[config.mk]
export PLATFORM = sky130hd
export DESIGN_NAME = pma_rule_scanner
export DESIGN_NICKNAME = d
export VERILOG_FILES = /design/src/rtl/pma_rule_scanner.sv
export SDC_FILE = /design/constraint.sdc
export NUM_CORES = 2
export LEC_CHECK = 0
export BUFFER_PORTS_ARGS = -buffer_cell sky130_fd_sc_hd__buf_2
export CAP_MARGIN = 20
export CORE_UTILIZATION = 56
export CTS_BUF_LIST = sky130_fd_sc_hd__clkbuf_4 sky130_fd_sc_hd__clkbuf_8 sky130_fd_sc_hd__clkbuf_16
export DETAILED_ROUTE_END_ITERATION = 16
export PLACE_DENSITY = 0.79
export SETUP_SLACK_MARGIN = 0.1
export SKIP_CTS_REPAIR_TIMING = 1
export SYNTH_ARGS = -nofsm -noshare
export SYNTH_HDL_FRONTEND = slang
export SYNTH_SLANG_ARGS = --single-unit
[constraint.sdc]
create_clock -name clk_i -period 77.5 [get_ports clk_i]
set_clock_uncertainty 0.2 [all_clocks]
set_input_delay 15.5 -clock clk_i [delete_from_list [all_inputs] [get_ports clk_i]]
set_output_delay 15.5 -clock clk_i [all_outputs]
set_load 0.02 [all_outputs]
[src/rtl/pma_rule_scanner.sv]
// pma_rule_scanner
//   Runtime-programmable physical-memory-attribute table with a sequential
//   lookup engine. Rules are written through the cfg port; a lookup walks the
//   table one slot per cycle and returns the OR of every matching slot's
//   attributes, plus the lowest-numbered matching slot.
//
// Ports
//   clk_i, rst_i            clock, asynchronous active-high reset
//   flush_i                 abort any lookup in flight, drop its response
//   cfg_valid_i/ready_o     rule write handshake (idx, base, len, attr)
//   req_valid_i/ready_o     lookup request handshake (addr)
//   resp_valid_o/ready_i    lookup result handshake (hit, idx, attr)
//   attr encoding           {cached, execute, nonidempotent}
module pma_rule_scanner #(
  parameter int unsigned NrRules   = 16,
  parameter int unsigned AddrWidth = 64,
  parameter int unsigned IdxWidth  = (NrRules > 1) ? $clog2(NrRules) : 1
) (
  input  logic                 clk_i,
  input  logic                 rst_i,
  input  logic                 flush_i,
  input  logic                 cfg_valid_i,
  output logic                 cfg_ready_o,
  input  logic [IdxWidth-1:0]  cfg_idx_i,
  input  logic [AddrWidth-1:0] cfg_base_i,
  input  logic [AddrWidth-1:0] cfg_len_i,
  input  logic [2:0]           cfg_attr_i,
  input  logic                 req_valid_i,
  output logic                 req_ready_o,
  input  logic [AddrWidth-1:0] req_addr_i,
  output logic                 resp_valid_o,
  input  logic                 resp_ready_i,
  output logic                 resp_hit_o,
  output logic [IdxWidth-1:0]  resp_idx_o,
  output logic [2:0]           resp_attr_o
);

  localparam logic [1:0] ST_IDLE = 2'd0;
  localparam logic [1:0] ST_SCAN = 2'd1;
  localparam logic [1:0] ST_RESP = 2'd2;

  localparam logic [IdxWidth-1:0] LastIdx = IdxWidth'(NrRules - 1);

  // Region match. The end bound is formed one bit wider than the address so a
  // region that ends exactly at the top of the address space does not wrap.
  // A zero-length slot is disabled.
  function automatic logic rule_match(input logic [AddrWidth-1:0] addr,
                                      input logic [AddrWidth-1:0] base,
                                      input logic [AddrWidth-1:0] len);
    logic [AddrWidth:0] limit;
    limit = {1'b0, base} + {1'b0, len};
    return (len != '0) && (addr >= base) && ({1'b0, addr} < limit);
  endfunction

  logic [1:0]           state_q, state_d;
  logic [IdxWidth-1:0]  cnt_q, cnt_d;
  logic [AddrWidth-1:0] addr_q, addr_d;
  logic                 hit_q, hit_d;
  logic [IdxWidth-1:0]  idx_q, idx_d;
  logic [2:0]           acc_q, acc_d;

  logic [AddrWidth-1:0] base_q [NrRules];
  logic [AddrWidth-1:0] base_d [NrRules];
  logic [AddrWidth-1:0] len_q  [NrRules];
  logic [AddrWidth-1:0] len_d  [NrRules];
  logic [2:0]           attr_q [NrRules];
  logic [2:0]           attr_d [NrRules];

  logic        is_idle;
  logic        cfg_fire;
  logic        req_fire;
  logic        cfg_idx_ok;
  logic        slot_match;
  logic [31:0] cfg_idx_ext;

  // Readies are also held low while reset is asserted so that every output
  // reads 0 during reset; they return to 1 once reset is released in IDLE.
  assign is_idle     = (state_q == ST_IDLE);
  assign cfg_ready_o = is_idle && !flush_i && !rst_i;
  assign req_ready_o = is_idle && !flush_i && !rst_i && !cfg_valid_i;
  assign cfg_fire    = cfg_valid_i && cfg_ready_o;
  assign req_fire    = req_valid_i && req_ready_o;

  // Out-of-range slot numbers complete the handshake but write nothing.
  assign cfg_idx_ext = 32'(cfg_idx_i);
  assign cfg_idx_ok  = (cfg_idx_ext < NrRules);

  assign slot_match  = rule_match(addr_q, base_q[cnt_q], len_q[cnt_q]);

  assign resp_valid_o = (state_q == ST_RESP);
  assign resp_hit_o   = hit_q;
  assign resp_idx_o   = idx_q;
  assign resp_attr_o  = acc_q;

  always_comb begin
    state_d = state_q;
    cnt_d   = cnt_q;
    addr_d  = addr_q;
    hit_d   = hit_q;
    idx_d   = idx_q;
    acc_d   = acc_q;
    base_d  = base_q;
    len_d   = len_q;
    attr_d  = attr_q;

    // Writes are only accepted in IDLE, so a walk never sees the table move.
    if (cfg_fire && cfg_idx_ok) begin
      base_d[cfg_idx_i] = cfg_base_i;
      len_d[cfg_idx_i]  = cfg_len_i;
      attr_d[cfg_idx_i] = cfg_attr_i;
    end

    if (flush_i) begin
      state_d = ST_IDLE;
    end else begin
      case (state_q)
        ST_IDLE: begin
          if (req_fire) begin
            addr_d  = req_addr_i;
            hit_d   = 1'b0;
            idx_d   = '0;
            acc_d   = 3'b000;
            cnt_d   = '0;
            state_d = ST_SCAN;
          end
        end
        ST_SCAN: begin
          if (slot_match) begin
            acc_d = acc_q | attr_q[cnt_q];
            // Slots are visited in ascending order, so the first hit is the
            // lowest-numbered one.
            if (!hit_q) begin
              hit_d = 1'b1;
              idx_d = cnt_q;
            end
          end
          if (cnt_q == LastIdx) begin
            state_d = ST_RESP;
          end else begin
            cnt_d = cnt_q + 1'b1;
          end
        end
        ST_RESP: begin
          if (resp_ready_i) begin
            state_d = ST_IDLE;
          end
        end
        default: state_d = ST_IDLE;
      endcase
    end
  end

  always_ff @(posedge clk_i or posedge rst_i) begin
    if (rst_i) begin
      state_q <= ST_IDLE;
      cnt_q   <= '0;
      addr_q  <= '0;
      hit_q   <= 1'b0;
      idx_q   <= '0;
      acc_q   <= 3'b000;
      for (int i = 0; i < NrRules; i++) begin
        base_q[i] <= '0;
        len_q[i]  <= '0;
        attr_q[i] <= 3'b000;
      end
    end else begin
      state_q <= state_d;
      cnt_q   <= cnt_d;
      addr_q  <= addr_d;
      hit_q   <= hit_d;
      idx_q   <= idx_d;
      acc_q   <= acc_d;
      base_q  <= base_d;
      len_q   <= len_d;
      attr_q  <= attr_d;
    end
  end

endmodule

==> impl_metrics.ini <==
[final_layout]
fin_util_pct = 62.10
design_area_sq_um = 113600
layout_commonest_cell = dfrtp_1
layout_common_cells = dfrtp_1 (2170), mux2_2 (2099), mux4_2 (603), nand2_1 (319), buf_2 (215)
drive_gt1_share_pct = 49.58
fin_nets = 7189
area_delta_synth_final_pct = 10.23

[floorplanning]
ios = 216
coreArea_sq_um = 182900
die_h_microns = 430.9
row_count = 157
initial_core_util_pct = 56.34
die_w_microns = 430.9
die_area_sq_um = 185700

[worst_setup_path]
crit_top_cell = buf_2
reg2reg_slack_ns = 67.35
critPathRequiredTime_ns = 61.80
crit_family = simple AND/OR/NAND/NOR gates
worst_path_max_delay_cell = nor4_1
worstSetupStartpointType = primary input
max_stage_delay_ns = 0.83
worstSetupPathType = in -> out
path_max_fanout = 4
worstPathArrival_ns = 17.03
cp-end-kind = output port
crit_buf_inv = 2
crit_chain = buf_2 > nor4_1 > nor2b_1 > buf_2

[yosys]
synthSimpleGateAreaFrac_pct = 2.481
async_reset_ff_share_pct = 100.0
synth_compound_area_share_pct = 3.051
syn_avg_cell_area_sq_um = 15.13
yosys.area_share.adder_pct = 2.351
synth_xor_area_share_pct = 0.5016
synth_seq_cells = 2174
yosys_warnings = 0
synth_edf_count = 0
synth.cell_area_sq_um = 103000
synth_mux_area_share_pct = 36.17
syn-num-nets = 7209
synth_flop_cell = dfrtp_1
synthCells = 6811
seq_area_frac_synth_pct = 52.80
synth.distinct_cells = 68
synth_top_family_by_area = multiplexers

[grt]
grt_max_degree = 207
first_global_vias = 64300
antenna_found_initial = 46
grt-ovfl-total = 0
grt_pass1_wl_mm = 405.6
grtUsageTotal_pct = 28.89

[drt]
dr.pass1.iters = 5
routed_via_density = 6.408
route.detailed.drc = 0
drt_iter0_drc = 4765
wl_mm = 262.6
ant_nets = 0
vias = 60530
wire_per_inst_microns = 27.80

[clock_network]
clock_latency_ns = 0.88
cts_tree = done
cts_buffer_depth = 3
numCtsBuffers = 213
cts.sinks = 2174
ctsHtreeMaxLevel = 4
cts_root_buffer = clkbuf_16
clk_pin_slew_ns = 0.05

[sta]
fin_setup_tns_ns = 0
slew_viol_final = 0
holdWs_ns = 0.2988
hold_violations = 0
setup_viol = 0
period_needed_ns = 32.73
max_freq_mhz = 30.55
slew_headroom_pct = 26.40
tightest_slew_ns = 1.104
rsz0062_at_grt = no
fin_crit_sh_pct = 42.23

[outcome]
status = finished, final reports clean

[hold_path]
hp-class = reg -> reg

[pwr]
powerDensity_nw_per_um2 = 28.76
peakVddDrop_uv = 28.66
power_leakage_nw = 52.75

[placement]
place_area_sq_um = 105900
port_buffers = 215
hpwl_mm = 157.1
gp_congestion = 0.9391

[run]
drv_cap = 0
-- worst reg2reg max path: stages (launching register included) --
cell and delay, ns:
dfrtp_4 0.85, buf_12 0.50, buf_4 0.91, buf_4 0.85
mux4_2 0.64, a22oi_1 0.22, nand2_1 0.31, ha_1 0.50
nand4_1 0.15, or4_1 0.60, o211a_1 0.24, a21bo_2 0.26
nor3_1 0.18, nor2_1 0.08, o21ai_0 0.31, a31oi_1 0.16
xor2_1 0.17, ha_1 0.27, and4_1 0.22, a221o_1 0.39
a221o_1 0.27, a311oi_1 0.77, o22a_1 0.23, a211oi_1 0.05
buf_4 0.20, or4b_1 0.48, nand3_1 0.10
-- path summary, 6_finish.rpt --
check | start | endpoint | depth (start not counted)
hold / removal | len_q[872]$_DFFE_PP0P_ | len_q[872]$_DFFE_PP0P_ | 1
setup / recovery | rst_i | req_ready_o | 4
setup reg to reg | cnt_q[0]$_DFFE_PP0P_ | resp_idx_o[3]$_DFFE_PP0P_ | 26
max in group asynchronous | rst_i | len_q[720]$_DFFE_PP0P_ | 9
hold reg to reg | len_q[872]$_DFFE_PP0P_ | len_q[872]$_DFFE_PP0P_ | 1
min in group asynchronous | rst_i | state_q[1]$_DFFE_PP0P_ | 2
-- logic make-up after synthesis --
logic type | Yosys count
AO/OA/AOI/OAI | 466
flip-flops | 2174
adder cells (fa/ha/maj) | 193
buffers and inverters | 644
multiplexers | 2707
AND/OR/NAND/NOR | 568
XOR/XNOR | 59
-- registers in the layout, summed over array words and instances (netlist names) --
signal,count
base_q,1024
attr_q,48
state_q,2
addr_q,64
resp_attr_o,3
cnt_q,4
len_q,1024
resp_hit_o,1
resp_idx_o,4
-- where the power goes --
group / leakage [nW] / total [W] / switching, W / internal (W)
clock network: 3.81 / 0.00110 / 0.000455 / 0.000643
logic: 20.0 / 0.000797 / 0.000408 / 0.000389
registers: 28.9 / 0.00137 / 0.0000866 / 0.00129
-- layout make-up --
class,instances,area (sq um)
Sequential cell,2174,54420
Timing Repair Buffer,323,2095
Clock inverter,83,1164
Clock buffer,310,6407
Tap cell,2464,3083
Inverter,86,330.3
Multi-Input combinational cell,3993,46040
Fill cell,13050,69310
Antenna cell,12,30.03
-- routing by layer --
| metal | part of all wire, % | GRT usage [%] |
|---|---|---|
| met1 | 41 | 38.67 |
| met2 | 49 | 47.00 |
| met3 | 5.3 | 4.732 |
| met4 | 4.5 | 12.50 |
| met5 | 0.094 | 0 |
-- metrics by stage --
stage	std cells	total power [W]	setup slack [ns]
global route	9440	0.003408	44.66
detailed placement	9037	0.002182	44.82
finish	9445	0.003267	44.77
global placement	9037	0.002146	44.80
CTS	9430	0.003279	44.81
floorplan	6811	0.001976	0.3784
-- Yosys cell counts (all sizes together) (3+ instances only) --
library cell / instances / share of area [%]
and2: 7 / 0.043
o211ai: 13 / 0.095
ha: 192 / 2.3
o21ai: 58 / 0.28
nor3: 22 / 0.11
o211a: 4 / 0.039
and3: 7 / 0.043
mux4: 603 / 13
inv: 86 / 0.31
mux2i: 5 / 0.049
o21bai: 11 / 0.080
a21oi: 115 / 0.56
a22oi: 94 / 0.68
a311oi: 5 / 0.043
a211o: 5 / 0.044
a21o: 81 / 0.59
or4b: 4 / 0.039
nor2: 68 / 0.25
xor2: 29 / 0.25
and4: 4 / 0.034
a221oi: 9 / 0.077
a211oi: 16 / 0.12
a221o: 5 / 0.049
mux2: 2099 / 23
nor2b: 12 / 0.073
nand3: 30 / 0.15
buf: 199 / 1.0
o21a: 10 / 0.073
or4: 4 / 0.029
nand4: 38 / 0.23
clkbuf: 359 / 1.3
nand2: 321 / 1.2
dfrtp: 2174 / 53
nor4: 33 / 0.20
o31ai: 3 / 0.027
nand2b: 9 / 0.055
o311ai: 3 / 0.026
xnor2: 30 / 0.26
o41ai: 4 / 0.034
a31oi: 12 / 0.079
No activity file was read; power rests on OpenSTA's default activity.
